$ cat src/rtl/cordic_if.sv
// Operand/result handshake bundle for the iterative CORDIC sequencer.
// Optional macro: CORDIC_VECTORING_EN adds the 1-bit mode request field.
interface cordic_if #(
    parameter int WIDTH = 16
);
    logic             start_valid;
    logic             start_ready;
    logic [WIDTH-1:0] x_in;
    logic [WIDTH-1:0] y_in;
    logic [WIDTH-1:0] z_in;
`ifdef CORDIC_VECTORING_EN
    logic             mode;
`endif
    logic             res_valid;
    logic             res_ready;
    logic [WIDTH-1:0] x_out;
    logic [WIDTH-1:0] y_out;
    logic [WIDTH-1:0] z_out;

    // Both directions are valid/ready: a transfer happens on a rising clk edge
    // where valid and ready are both high; valid must hold its payload until then.
`ifdef CORDIC_VECTORING_EN
    modport master (
        output start_valid, x_in, y_in, z_in, mode, res_ready,
        input  start_ready, res_valid, x_out, y_out, z_out
    );
    modport slave (
        input  start_valid, x_in, y_in, z_in, mode, res_ready,
        output start_ready, res_valid, x_out, y_out, z_out
    );
`else
    modport master (
        output start_valid, x_in, y_in, z_in, res_ready,
        input  start_ready, res_valid, x_out, y_out, z_out
    );
    modport slave (
        input  start_valid, x_in, y_in, z_in, res_ready,
        output start_ready, res_valid, x_out, y_out, z_out
    );
`endif
endinterface

$ cat src/rtl/cordic_iter_sequencer.sv
// Iterative CORDIC engine: one micro-rotation per clock through an external atan ROM.
// Optional macro: CORDIC_VECTORING_EN adds vectoring mode (drive y toward 0).
module cordic_iter_sequencer #(
    parameter int WIDTH = 16,
    parameter int ITER  = 16
) (
    input  logic        clk,
    input  logic        rst_n,
    cordic_if.slave     io,
    output logic [3:0]  rom_idx,
    input  logic [15:0] rom_alpha,
    output logic        busy,
    output logic [1:0]  state_dbg
);
    typedef enum logic [1:0] {
        S_IDLE = 2'd0,
        S_ITER = 2'd1,
        S_DONE = 2'd2
    } state_t;

    localparam logic [3:0] LAST = 4'(ITER - 1);

    state_t state, state_nx;

    logic signed [WIDTH-1:0] x_r, y_r, z_r;
    logic signed [WIDTH-1:0] x_o, y_o, z_o;
    logic signed [WIDTH-1:0] x_sh, y_sh, alpha_s;
    logic signed [WIDTH-1:0] x_nx, y_nx, z_nx;
    logic [3:0]              cnt;
    logic                    d_pos;
    logic                    start_ready_c, res_valid_c, busy_c;
    logic [3:0]              rom_idx_c;
`ifdef CORDIC_VECTORING_EN
    logic                    mode_r;
`endif

    always_ff @(posedge clk or negedge rst_n) begin
        if (!rst_n) state <= S_IDLE;
        else        state <= state_nx;
    end

    always_comb begin
        state_nx      = state;
        start_ready_c = 1'b0;
        res_valid_c   = 1'b0;
        busy_c        = 1'b0;
        rom_idx_c     = 4'd0;
        case (state)
            S_IDLE: begin
                start_ready_c = 1'b1;
                if (io.start_valid) state_nx = S_ITER;
            end
            S_ITER: begin
                busy_c    = 1'b1;
                rom_idx_c = cnt;
                if (cnt == LAST) state_nx = S_DONE;
            end
            S_DONE: begin
                busy_c      = 1'b1;
                res_valid_c = 1'b1;
                if (io.res_ready) state_nx = S_IDLE;
            end
            default: state_nx = S_IDLE;
        endcase
    end

    // Rotation steers z toward 0; vectoring steers y toward 0.
    always_comb begin
`ifdef CORDIC_VECTORING_EN
        d_pos = mode_r ? y_r[WIDTH-1] : ~z_r[WIDTH-1];
`else
        d_pos = ~z_r[WIDTH-1];
`endif
        alpha_s = WIDTH'($signed(rom_alpha));
        x_sh    = x_r >>> cnt;
        y_sh    = y_r >>> cnt;
        if (d_pos) begin
            x_nx = x_r - y_sh;
            y_nx = y_r + x_sh;
            z_nx = z_r - alpha_s;
        end else begin
            x_nx = x_r + y_sh;
            y_nx = y_r - x_sh;
            z_nx = z_r + alpha_s;
        end
    end

    always_ff @(posedge clk or negedge rst_n) begin
        if (!rst_n) begin
            x_r    <= '0;
            y_r    <= '0;
            z_r    <= '0;
            cnt    <= 4'd0;
            x_o    <= '0;
            y_o    <= '0;
            z_o    <= '0;
`ifdef CORDIC_VECTORING_EN
            mode_r <= 1'b0;
`endif
        end else begin
            case (state)
                S_IDLE: begin
                    if (io.start_valid) begin
                        x_r    <= io.x_in;
                        y_r    <= io.y_in;
                        z_r    <= io.z_in;
                        cnt    <= 4'd0;
`ifdef CORDIC_VECTORING_EN
                        mode_r <= io.mode;
`endif
                    end
                end
                S_ITER: begin
                    x_r <= x_nx;
                    y_r <= y_nx;
                    z_r <= z_nx;
                    if (cnt == LAST) begin
                        x_o <= x_nx;
                        y_o <= y_nx;
                        z_o <= z_nx;
                    end else begin
                        cnt <= cnt + 4'd1;
                    end
                end
                default: ;
            endcase
        end
    end

    assign io.start_ready = start_ready_c;
    assign io.res_valid   = res_valid_c;
    assign io.x_out       = x_o;
    assign io.y_out       = y_o;
    assign io.z_out       = z_o;
    assign rom_idx        = rom_idx_c;
    assign busy           = busy_c;
    assign state_dbg      = state;
endmodule

$ cat src/flat_wrapper.sv
// flat-port wrapper written by rule: the top's interface ports become plain ports
module cordic_iter_sequencer_flat 
#(
    parameter int WIDTH = 16,
    parameter int ITER  = 16
)
  (clk, rst_n, rom_idx, rom_alpha, busy, state_dbg, io_start_valid, io_x_in, io_y_in, io_z_in, io_res_ready, io_start_ready, io_res_valid, io_x_out, io_y_out, io_z_out);
  cordic_if #(.WIDTH(WIDTH)) io_i ();
  input  logic clk;
  input  logic rst_n;
  output logic [3:0] rom_idx;
  input  logic [15:0] rom_alpha;
  output logic busy;
  output logic [1:0] state_dbg;
  input wire logic [$bits(io_i.start_valid)-1:0] io_start_valid;
  input wire logic [$bits(io_i.x_in)-1:0] io_x_in;
  input wire logic [$bits(io_i.y_in)-1:0] io_y_in;
  input wire logic [$bits(io_i.z_in)-1:0] io_z_in;
  input wire logic [$bits(io_i.res_ready)-1:0] io_res_ready;
  output wire logic [$bits(io_i.start_ready)-1:0] io_start_ready;
  output wire logic [$bits(io_i.res_valid)-1:0] io_res_valid;
  output wire logic [$bits(io_i.x_out)-1:0] io_x_out;
  output wire logic [$bits(io_i.y_out)-1:0] io_y_out;
  output wire logic [$bits(io_i.z_out)-1:0] io_z_out;
  assign io_i.start_valid = io_start_valid;
  assign io_i.x_in = io_x_in;
  assign io_i.y_in = io_y_in;
  assign io_i.z_in = io_z_in;
  assign io_i.res_ready = io_res_ready;
  assign io_start_ready = io_i.start_ready;
  assign io_res_valid = io_i.res_valid;
  assign io_x_out = io_i.x_out;
  assign io_y_out = io_i.y_out;
  assign io_z_out = io_i.z_out;
  cordic_iter_sequencer #(.WIDTH(WIDTH), .ITER(ITER)) u_core (.clk(clk), .rst_n(rst_n), .io(io_i), .rom_idx(rom_idx), .rom_alpha(rom_alpha), .busy(busy), .state_dbg(state_dbg));
endmodule
$ cat config.mk
export PLATFORM = sky130hd
export DESIGN_NAME = cordic_iter_sequencer_flat
export DESIGN_NICKNAME = d
export VERILOG_FILES = /design/src/rtl/cordic_if.sv /design/src/rtl/cordic_iter_sequencer.sv /design/src/flat_wrapper.sv
export SDC_FILE = /design/constraint.sdc
export NUM_CORES = 1
export LEC_CHECK = 0
export CORE_MARGIN = 10
export CORE_UTILIZATION = 56
export CTS_CLUSTER_SIZE = 20
export DETAILED_ROUTE_END_ITERATION = 7
export DONT_BUFFER_PORTS = 1
export PLACE_DENSITY = 0.74
export REMOVE_ABC_BUFFERS = 1
export SYNTH_ARGS = -nofsm -noshare
export SYNTH_HDL_FRONTEND = slang
export SYNTH_SLANG_ARGS = --single-unit
$ cat constraint.sdc
create_clock -name clk -period 4.5 [get_ports clk]
set_clock_uncertainty 0.1 [all_clocks]
set_input_delay 0.9 -clock clk [delete_from_list [all_inputs] [get_ports clk]]
set_output_delay 0.9 -clock clk [all_outputs]
set_load 0.005 [all_outputs]
==> results of run 1 <==
worst max-delay path by stage:
stage,cells after the start,end,slack [ns],start
2_1_floorplan,7,u_core.z_r[15]$_DFFE_PN0P_,-1.01,u_core.state_dbg[1]$_DFFE_PN0P_
3_3_place_gp,16,u_core.y_r[13]$_DFFE_PN0P_,0.06,u_core.cnt[1]$_DFFE_PN0P_
3_5_place_dp,15,u_core.y_r[14]$_DFFE_PN0P_,-0.07,u_core.cnt[1]$_DFFE_PN0P_
4_1_cts,17,u_core.y_r[14]$_DFFE_PN0P_,0.01,u_core.cnt[1]$_DFFE_PN0P_
5_1_grt,18,u_core.y_r[13]$_DFFE_PN0P_,-0.13,u_core.cnt[0]$_DFFE_PN0P_
6_report,17,u_core.x_r[15]$_DFFE_PN0P_,0.08,u_core.cnt[0]$_DFFE_PN0P_
cells in the mapped netlist, types with 3 or more instances:
cell                       count
sky130_fd_sc_hd__a211o_1       8
sky130_fd_sc_hd__a21o_1       18
sky130_fd_sc_hd__a21oi_1      75
sky130_fd_sc_hd__a22oi_1       3
sky130_fd_sc_hd__a31oi_1      20
sky130_fd_sc_hd__a41o_1        3
sky130_fd_sc_hd__a41oi_1       6
sky130_fd_sc_hd__and2_1       12
sky130_fd_sc_hd__and3_1       12
sky130_fd_sc_hd__buf_1         9
sky130_fd_sc_hd__buf_2         6
sky130_fd_sc_hd__clkbuf_1     38
sky130_fd_sc_hd__dfrtp_1     102
sky130_fd_sc_hd__fa_1          3
sky130_fd_sc_hd__ha_1         55
sky130_fd_sc_hd__inv_1        26
sky130_fd_sc_hd__mux2_2       12
sky130_fd_sc_hd__mux2i_1      18
sky130_fd_sc_hd__mux4_1        3
sky130_fd_sc_hd__mux4_2       27
sky130_fd_sc_hd__nand2_1     148
sky130_fd_sc_hd__nand2b_1     14
sky130_fd_sc_hd__nand3_1      20
sky130_fd_sc_hd__nand4_1      10
sky130_fd_sc_hd__nor2_1       62
sky130_fd_sc_hd__nor2b_1       9
sky130_fd_sc_hd__nor3_1       18
sky130_fd_sc_hd__nor4_1        4
sky130_fd_sc_hd__o211ai_1     19
sky130_fd_sc_hd__o21a_1       23
sky130_fd_sc_hd__o21ai_0      80
sky130_fd_sc_hd__o21bai_1      3
sky130_fd_sc_hd__o22ai_1       4
sky130_fd_sc_hd__o31ai_1       4
sky130_fd_sc_hd__or2_2         7
sky130_fd_sc_hd__or3_1         7
sky130_fd_sc_hd__or4_1         4
sky130_fd_sc_hd__xnor2_1      38
sky130_fd_sc_hd__xor2_1       39
state kept, by name (all words and copies together), names as in the netlist:
signal / cells
u_core.io.z_out: 16
u_core.io.x_out: 16
u_core.cnt: 4
u_core.z_r: 16
u_core.io.y_out: 16
u_core.x_r: 16
u_core.y_r: 16
u_core.state_dbg: 2
final cells by class:
cell class,count,area [sq um],share of cell area
Sequential cell,102,2550,0.255
Timing Repair Buffer,101,777,0.0774
Tap cell,211,264,0.0263
Inverter,27,101,0.0101
Clock inverter,5,90.1,0.00898
Clock buffer,11,243,0.0242
Antenna cell,1,2.50,0.000249
Multi-Input combinational cell,824,6000,0.598
kinds of logic after synthesis:
family / count (synthesis) / synth area share
xor gates and xnor gates: 77 / 0.0773
DFF: 102 / 0.293
muxes: 60 / 0.115
and+or+nand+nor: 338 / 0.181
adders and majority gates: 58 / 0.0858
AOI/OAI and AO/OA: 291 / 0.211
buffers and inverters: 82 / 0.0379
routing by layer:
layer	up-vias	GRT usage	wire length (microns)
met3	34	0.0613	2300
met2	294	0.414	12500
met4	2	0.0569	370
met1	3815	0.309	10700
li1	3784	-	-
met5	-	0	13
metrics by stage:
stage / hold WS, ns / instance area [sq um]
5_1_grt: 0.125 / 10000
4_1_cts: 0.130 / 9810
3_3_place_gp: 0.366 / 9450
2_1_floorplan: 0.354 / 8490
6_report: 0.132 / 10000
3_5_place_dp: 0.379 / 9450
timing repair:
item                                    in CTS  in global routing
pin swaps                                    0                 16
resized for setup                            4                 34
endpoints found under the setup margin       7                 21
cloned                                       0                  0
setup buffers                                2                 11
==> summary.md, run 1 <==
| Metric | Value |
|---|---|
| Most common cell after layout, fill and taps aside | sky130_fd_sc_hd__nand2_1 |
| Total negative setup slack | 0 ns |
| Cell with the most instances on the worst path | sky130_fd_sc_hd__buf_4 |
| Delay of the slowest critical-path stage | 0.51 ns |
| Share of layout cells above drive strength 1 | 0.184 |
| Yosys top cell by area | sky130_fd_sc_hd__dfrtp_1 |
| GR Overflow Total | 0 |
| Global-route wire length before repair | 40,900 microns |
| Number of placed instances, taps included | 1,253 |
| Worst flop-to-flop path startpoint | u_core.cnt[0]$_DFFE_PN0P_ |
| Hold violation count in the final report | 0 |
| Die Span X | 145 microns |
| Flops & latches, synth | 102 |
| Final worst path period share | 0.983 |
| Filler cells | 1,305 |
| Post-synth top area share | 0.293 |
| Starting DRC count in detailed routing | 617 |
| Maximum clock rate | 0.226 GHz |
| Final routed wirelength across all metal layers | 25,900 microns |
| Final Critical Period | 4.42 ns |
| Number of setup violations in the final report | 0 |
| Total I/O pin count | 125 |
| Register-to-register setup slack | 0.08 ns |
| Unrepaired setup endpoints after global routing | yes |
| Async SR Flop Fraction | 1.00 |
| Vias in the first global route | 7,751 |
| Cells traversed along the worst timing path | buf_8 -> mux4_2 -> mux4_2 -> or3_4 -> nor3_4 -> buf_4 -> a41oi_1 -> xnor2_1 -> ha_2 -> nor3_1 -> nor2_1 -> a41oi_1 -> buf_4 -> and2_4 -> mux2i_1 -> buf_4 -> nand2_2 |
| Effective utilization at floorplan | 0.571 |
| Synthesized instance count | 1,008 |
| YS warnings | 0 |
| Maximum clock insertion buffer count | 2 |
| Area Growth Syn to Fin | 15.1% |
| Cell area after synthesis | 0.00872 sq mm |
| Max-slew headroom | 0.620 |
| Critical Path Start Type | flip-flop |
| Syn_area_per_cell | 8.65 sq um |
| Kind of cell adding the most delay to the critical path | multiplexers |
| Sequential element share of the synthesized area | 0.293 |
| Drt wl/cell | 20.2 microns |
| Total die area | 0.0210 sq mm |
| Number of sinks handled by clock tree synthesis | 102 |
| End-of-flow core utilization | 0.658 |
| DP HPWL | 19,400 microns |
| Standard-cell row count | 45 |
| CP endpoint kind | flip-flop |
| CP arrival | 4.57 ns |
| Class of the tightest hold or removal check | in -> async |
| TritonCTS clock tree | yes |
| Status | complete, no violations |
| Max FO, Critical Path | 8 |
| CTS HTree Levels | 3 |
| Critical setup path kind | reg -> reg |
| Unique cell type count in the Yosys netlist | 68 |
| Capture point of the worst reg-to-reg path | u_core.x_r[15]$_DFFE_PN0P_ |
| Number of nets in the finished design | 1,191 |
| Global routing usage summed across all routing layers | 0.245 |
| Final weighted congestion in routability-driven placement | 0.992 |
| Via-to-Cell Ratio | 6.18 |
| Number of iterations in the first detailed-routing pass | 8 |
| CP max stage cell | sky130_fd_sc_hd__mux4_2 |
| Final count of pins violating max slew | 0 |
| Non-filler instance count after layout | 1,282 |
| Data required, critical path | 4.65 ns |
| Buf/Inv on CP | 4 |
| Vertical extent of the die | 145 microns |
| Worst slack, placed | -0.0685 ns |
| Slack of the critical path | 0.0755 ns |
| Maximum number of pins on one net before global-route repair | 103 |
| Antenna violations before repair | 1 |
| Clock Latency Late Sink | 0.36 ns |
| Commonest non-fill, non-tap cells in the layout | sky130_fd_sc_hd__nand2_1, sky130_fd_sc_hd__dfrtp_1, sky130_fd_sc_hd__buf_4 |
| Antenna Violating Nets Remaining | 0 |
| Tightest Pin Transition | 0.569 ns |
| Worst R2R Path Depth | 17 |
| # DRC | 0 |
| Clock transition at the registers of the reported paths | 0.07 ns |
| Input/output buffers | 0 |
| Leading cell types by total area after synthesis | sky130_fd_sc_hd__dfrtp_1, sky130_fd_sc_hd__ha_1, sky130_fd_sc_hd__mux4_2, sky130_fd_sc_hd__nand2_1, sky130_fd_sc_hd__o21ai_0 |
| Clock buffers created by TritonCTS | 9 |
| Count of flip-flops with a built-in enable after synthesis | 0 |
| Most used flip-flop cell after synthesis | sky130_fd_sc_hd__dfrtp_1 |
| Core area | 0.0153 sq mm |
| Master cell of the clock root buffer | sky130_fd_sc_hd__clkbuf_16 |
| Quantity of hold-fixing buffers added after cts | 0 |
| Total via count in the routed design | 7,929 |
| Maximum Capacitance Violations | 0 |
Power of run 1 is not shown: default switching activity piles up to over one toggle a cycle in this logic, so the estimate is an artifact.
==> run 2, diff against run 1 <==
REMOVE_ABC_BUFFERS = unset   (was 1)
clock period = 3.8 ns   (was 4.5 ns; I/O delays follow)
==> run 2 against run 1 <==
Effect of this change:
- the run now ends with negative setup slack left
- non-clock buffer count grew 158
- design area increased by 18%
- register-to-register slack worse by 0.62 ns
- final cell count rose by 12%
- global-route usage grew 3.3 points
- fmax is 1.9% higher
- clock-buffer cell count is 1 lower
- worst setup slack worse by 0.62 ns
- via count up 12%
- wire length grew 20%
- sequential share of layout area down 3.8 points
- critical endpoint is now u_core.io.y_out[14]$_DFFE_PN0P_
==> summary.md, run 2 (synthesis gave the netlist of run 1 again) <==
| Metric | Value |
|---|---|
| Count of inserted antenna diode cells | 0 |
| Antenna violations before repair | 1 |
| Register-to-register setup slack | -0.54 ns |
| Number of setup violations in the final report | 43 |
| Status | finished with violations |
| Final Critical Period | 4.34 ns |
| Final weighted congestion in routability-driven placement | 1.02 |
| Syn_nets | 1,134 |
| Maximum clock insertion buffer count | 2 |
| Drt wl/cell | 21.6 microns |
| Vertical extent of the die | 145 microns |
| Worst setup path endpoint | u_core.io.y_out[14]$_DFFE_PN0P_ |
| Clock Latency Late Sink | 0.37 ns |
| CTS HTree Levels | 3 |
| Unrepaired setup endpoints after global routing | yes |
| DR WL met3 | 2390 microns |
| Effective utilization at floorplan | 0.571 |
| Core area | 0.0153 sq mm |
| Max FO, Critical Path | 8 |
| Final count of pins violating max slew | 0 |
| # DRC | 0 |
| Standard-cell row count | 45 |
| Die Span X | 145 microns |
| Total routed wire length on the met1 layer | 12,500 microns |
| Tightest Pin Transition | 0.733 ns |
| DP HPWL | 22,300 microns |
| Number of nets in the finished design | 1,349 |
| Total I/O pin count | 125 |
| Worst flop-to-flop path startpoint | u_core.cnt[0]$_DFFE_PN0P_ |
| Total die area | 0.0210 sq mm |
| Start point of the critical path | u_core.cnt[0]$_DFFE_PN0P_ |
| Antenna Violating Nets Remaining | 0 |
| Starting DRC count in detailed routing | 810 |
| CP arrival | 4.48 ns |
| Critical Path Start Type | flip-flop |
| Maximum number of pins on one net before global-route repair | 103 |
| TritonCTS clock tree | yes |
| Maximum Capacitance Violations | 0 |
| Commonest non-fill, non-tap cells in the layout | sky130_fd_sc_hd__buf_4, sky130_fd_sc_hd__nand2_1, sky130_fd_sc_hd__dfrtp_1 |
| Final routed wirelength across all metal layers | 31,100 microns |
| Met2 wirelength from detailed routing | 15,200 microns |
| Area Growth Syn to Fin | 35.3% |
| Data required, critical path | 3.94 ns |
| Highest signal layer in the routed design | met5 |
| Clock buffers created by TritonCTS | 9 |
| Vias in the first global route | 8,572 |
| Violations in the final reports | negative setup slack |
| Clock transition at the registers of the reported paths | 0.08 ns |
| Max-slew headroom | 0.511 |
| Master cell of the clock root buffer | sky130_fd_sc_hd__clkbuf_16 |
| Hold violation count in the final report | 0 |
| Final worst path period share | 1.14 |
| End-of-flow core utilization | 0.773 |
| Input/output buffers | 0 |
| Global routing usage summed across all routing layers | 0.278 |
| Global-route wire length before repair | 46,000 microns |
| Number of iterations in the first detailed-routing pass | 7 |
| GR Overflow Total | 0 |
| Total via count in the routed design | 8,861 |
| Most common cell after layout, fill and taps aside | sky130_fd_sc_hd__buf_4 |
| Share of layout cells above drive strength 1 | 0.358 |
| Class of the tightest hold or removal check | in -> async |
| Slack of the critical path | -0.542 ns |
| Worst R2R Path Depth | 18 |
| Capture point of the worst reg-to-reg path | u_core.io.y_out[14]$_DFFE_PN0P_ |
| Maximum clock rate | 0.230 GHz |
| Critical setup path kind | reg -> reg |
| CP endpoint kind | flip-flop |
| Via-to-Cell Ratio | 6.16 |
| Number of sinks handled by clock tree synthesis | 102 |
run 2: changes by cell type in the layout (fill, tap and decap cells not counted), sizes merged:
cell	previous run	this run
clkinv	0	1
clkbuf	11	10
buf	101	259
inv	29	32
bufinv	2	0
clkinvlp	1	0
diode	1	0
run 2: per-stage QoR:
stage | instances | hold WS, ns | setup TNS, ns | instance area [sq um] | worst slack (ns)
floorplan | 1008 | 0.354 | -3.52 | 8840 | -0.279
global placement | 1384 | 0.368 | -17.46 | 10600 | -0.637
detailed placement | 1384 | 0.368 | -19.69 | 10600 | -0.714
CTS | 1421 | 0.253 | -9.73 | 11400 | -0.423
global route | 1439 | 0.266 | -21.47 | 11800 | -0.724
finish | 1439 | 0.160 | -13.95 | 11800 | -0.542
run 2: how the worst min path moves through the flow:
stage,to,startpoint,slack [ns],depth (start not counted)
global route,u_core.x_r[12]$_DFFE_PN0P_,rst_n,0.27,1
CTS,u_core.x_r[10]$_DFFE_PN0P_,rst_n,0.25,1
global placement,u_core.io.x_out[10]$_DFFE_PN0P_,rst_n,0.37,0
finish,u_core.x_r[12]$_DFFE_PN0P_,rst_n,0.16,1
floorplan,u_core.z_r[0]$_DFFE_PN0P_,u_core.z_r[0]$_DFFE_PN0P_,0.35,2
detailed placement,u_core.io.x_out[13]$_DFFE_PN0P_,rst_n,0.37,0
run 2: timing repair:
item,in CTS,in global routing
setup endpoints to repair,47,49
hold endpoints to repair,102,0
hold buffers,1,0
resized for setup,75,71
setup buffers,22,20
pin swaps,52,45
run 2: layout make-up:
type | instances | area [sq um]
inverter | 27 | 101
timing repair buffer | 259 | 2060
clock buffer | 10 | 239
sequential | 102 | 2560
fill | 1027 | 3460
clock inverter | 6 | 60.1
tap | 211 | 264
multi-input combinational | 824 | 6520
run 2: worst max-delay path: stages (launching register included):
cell                       delay (ns)
sky130_fd_sc_hd__dfrtp_4         0.54
sky130_fd_sc_hd__buf_4           0.16
sky130_fd_sc_hd__buf_8           0.13
sky130_fd_sc_hd__mux4_2          0.42
sky130_fd_sc_hd__and2_1          0.21
sky130_fd_sc_hd__a221oi_4        0.30
sky130_fd_sc_hd__buf_4           0.22
sky130_fd_sc_hd__and4_4          0.26
sky130_fd_sc_hd__a21oi_1         0.09
sky130_fd_sc_hd__xor2_1          0.19
sky130_fd_sc_hd__ha_2            0.32
sky130_fd_sc_hd__nor2_1          0.16
sky130_fd_sc_hd__a21oi_2         0.08
sky130_fd_sc_hd__a41oi_2         0.27
sky130_fd_sc_hd__o21ai_2         0.12
sky130_fd_sc_hd__a31oi_1         0.24
sky130_fd_sc_hd__xor2_1          0.19
sky130_fd_sc_hd__buf_4           0.16
sky130_fd_sc_hd__o21ai_2         0.05
run 2: routing by layer:
layer  GRT usage  vias up
li1            -     4100
met1       0.347     4294
met2       0.473      389
met3      0.0525       76
met4      0.0931        2
met5           0        -
Power of run 2 is left out for the same reason.
==> run 3, diff against run 2 <==
ABC_AREA = 1   (was unset)
==> run 3 against run 2 <==
Effect of this change:
- the flow now finishes without violations
- clock-buffer cell count up 1
- critical path type unchanged
- worst setup slack improved by 0.68 ns
- highest routed layer is now met4
- wire length decreased by 14%
==> summary.md, run 3 <==
| Metric | Value |
|---|---|
| Count of inserted antenna diode cells | 0 |
| Final worst path period share | 0.965 |
| Worst flop-to-flop path startpoint | u_core.cnt[0]$_DFFE_PN0P_ |
| CP endpoint kind | flip-flop |
| Core area | 0.0151 sq mm |
| Maximum Capacitance Violations | 0 |
| Count of flip-flops with a built-in enable after synthesis | 0 |
| Cell area after layout | 0.00988 sq mm |
| Status | complete, no violations |
| Effective utilization at floorplan | 0.571 |
| Final worst hold slack | 0.236 ns |
| Synthesized instance count | 1,284 |
| Master cell of the clock root buffer | sky130_fd_sc_hd__clkbuf_16 |
| Area Growth Syn to Fin | 14.2% |
| Via-to-Cell Ratio | 5.86 |
| CTS HTree Levels | 3 |
| Flops & latches, synth | 102 |
| Unique cell type count in the Yosys netlist | 46 |
| Worst slack, placed | -0.123 ns |
| Critical Path Start Type | flip-flop |
| Max-slew headroom | 0.368 |
| Antenna Violating Nets Remaining | 0 |
| Commonest non-fill, non-tap cells in the layout | sky130_fd_sc_hd__nand2_1, sky130_fd_sc_hd__nand3_1, sky130_fd_sc_hd__a21oi_1 |
| Syn_area_per_cell | 6.74 sq um |
| Non-filler instance count after layout | 1,479 |
| Delay of the slowest critical-path stage | 0.46 ns |
| Cell area after synthesis | 0.00865 sq mm |
| Tightest Pin Transition | 0.948 ns |
| Vertical extent of the die | 144 microns |
| YS warnings | 0 |
| Most used flip-flop cell after synthesis | sky130_fd_sc_hd__dfrtp_1 |
| Maximum clock insertion buffer count | 2 |
| Total I/O pin count | 125 |
| Starting DRC count in detailed routing | 692 |
| GR Overflow Total | 0 |
| Final count of pins violating max slew | 0 |
| Dominant cell by count in the synthesized netlist | sky130_fd_sc_hd__nand2_1 |
| Async SR Flop Fraction | 1.00 |
| Number of nets in the finished design | 1,413 |
| CP max stage cell | sky130_fd_sc_hd__dfrtp_2 |
| Final Critical Period | 3.67 ns |
| Number of iterations in the first detailed-routing pass | 5 |
| Register-to-register setup slack | 0.13 ns |
| Sequential element share of the synthesized area | 0.295 |
| Number of placed instances, taps included | 1,449 |
| Yosys top cell by area | sky130_fd_sc_hd__dfrtp_1 |
| Filler cells | 1,385 |
| Total die area | 0.0208 sq mm |
| Number of setup violations in the final report | 0 |
| Most common cell after layout, fill and taps aside | sky130_fd_sc_hd__nand2_1 |
| Worst R2R Path Depth | 29 |
| Global routing usage summed across all routing layers | 0.249 |
| TritonCTS clock tree | yes |
| Vias in the first global route | 8,363 |
| Post-synth top area share | 0.295 |
| Start point of the critical path | u_core.cnt[0]$_DFFE_PN0P_ |
| Maximum number of pins on one net before global-route repair | 103 |
| Final weighted congestion in routability-driven placement | 0.934 |
| Post-placement cell area | 0.00893 sq mm |
| Cell with the most instances on the worst path | sky130_fd_sc_hd__nand2_1 |
| Total via count in the routed design | 8,660 |
| Clock Latency Late Sink | 0.37 ns |
| CP arrival | 3.83 ns |
| Capture point of the worst reg-to-reg path | u_core.x_r[15]$_DFFE_PN0P_ |
| Input/output buffers | 0 |
| Number of sinks handled by clock tree synthesis | 102 |
| DP HPWL | 18,900 microns |
| Critical setup path kind | reg -> reg |
| Hold violation count in the final report | 0 |
| Maximum clock rate | 0.273 GHz |
| Syn_nets | 1,410 |
| Clock buffers created by TritonCTS | 9 |
| Synth cell count leaders | sky130_fd_sc_hd__nand2_1, sky130_fd_sc_hd__nand3_1, sky130_fd_sc_hd__a21oi_1 |
| Standard-cell row count | 45 |
| Class of the tightest hold or removal check | in -> async |
| Global-route wire length before repair | 42,100 microns |
| Share of layout cells above drive strength 1 | 0.144 |
| Max FO, Critical Path | 17 |
| Final routed wirelength across all metal layers | 26,700 microns |
| Die Span X | 144 microns |
| Data required, critical path | 3.96 ns |
| Slack of the critical path | 0.134 ns |
| Unrepaired setup endpoints after global routing | yes |
| Drt wl/cell | 18.1 microns |
| # DRC | 0 |
| Clock transition at the registers of the reported paths | 0.08 ns |
| Antenna violations before repair | 0 |
| Leading cell types by total area after synthesis | sky130_fd_sc_hd__dfrtp_1, sky130_fd_sc_hd__nand2_1, sky130_fd_sc_hd__nand3_1, sky130_fd_sc_hd__ha_1, sky130_fd_sc_hd__a21oi_1 |
[run 3: through the flow]
| step | util | TNS (ns) |
|---|---|---|
| after global placement | 0.590 | -0.00150 |
| after floorplan | - | 0 |
| after CTS | 0.612 | 0 |
| after detailed placement | 0.590 | -0.502 |
| after global routing | 0.652 | -0.592 |
| final | 0.652 | 0 |
[run 3: kinds of logic after synthesis]
family	count (synthesis)	share of synthesized area
AND/OR/NAND/NOR	640	0.315
flip-flops	102	0.295
buffers and inverters	151	0.0749
AO/OA/AOI/OAI	278	0.173
XOR/XNOR	55	0.0557
adder cells (fa/ha/maj)	58	0.0865
[run 3: final cells by class]
| cell class | count | area, sq um | area share |
|---|---|---|---|
| clock inverters | 4 | 56.3 | 0.00570 |
| clock buffers | 11 | 243 | 0.0246 |
| repair buffers | 51 | 551 | 0.0557 |
| flip-flops and latches | 102 | 2550 | 0.259 |
| multi-input cells | 1031 | 5850 | 0.593 |
| repair inverters | 2 | 32.5 | 0.00329 |
| well taps | 188 | 235 | 0.0238 |
| inverters | 90 | 353 | 0.0357 |
[run 3: timing repair]
item,in CTS,in global routing
endpoints found under the setup margin,12,31
pin swaps,0,25
setup buffers,0,9
hold buffers,1,0
cloned,0,5
resized for setup,6,127
endpoints found under the hold margin,102,0
[run 3: critical path: cells and delay by family (launching register included)]
kind	cells	cell delay (ns)
buffers and inverters	6	0.63
AOI/OAI and AO/OA	4	0.50
and+or+nand+nor	16	1.31
xor gates and xnor gates	1	0.17
adders and majority gates	2	0.40
DFF	1	0.46
[run 3: how the worst max path moves through the flow]
stage | endpoint
global placement | u_core.io.x_out[12]$_DFFE_PN0P_
CTS | u_core.x_r[15]$_DFFE_PN0P_
finish | u_core.x_r[15]$_DFFE_PN0P_
global route | u_core.x_r[15]$_DFFE_PN0P_
floorplan | u_core.io.x_out[12]$_DFFE_PN0P_
detailed placement | u_core.io.x_out[12]$_DFFE_PN0P_
[run 3: layer usage]
| layer | global-route usage | vias up | wire [microns] | part of all wire |
|---|---|---|---|---|
| li1 | - | 4301 | - | - |
| met1 | 0.309 | 4048 | 11400 | 0.43 |
| met2 | 0.418 | 271 | 12800 | 0.48 |
| met3 | 0.0633 | 40 | 2030 | 0.076 |
| met4 | 0.0686 | 0 | 482 | 0.018 |
| met5 | 0 | - | 0 | 0 |
Power of run 3 is left out for the same reason.
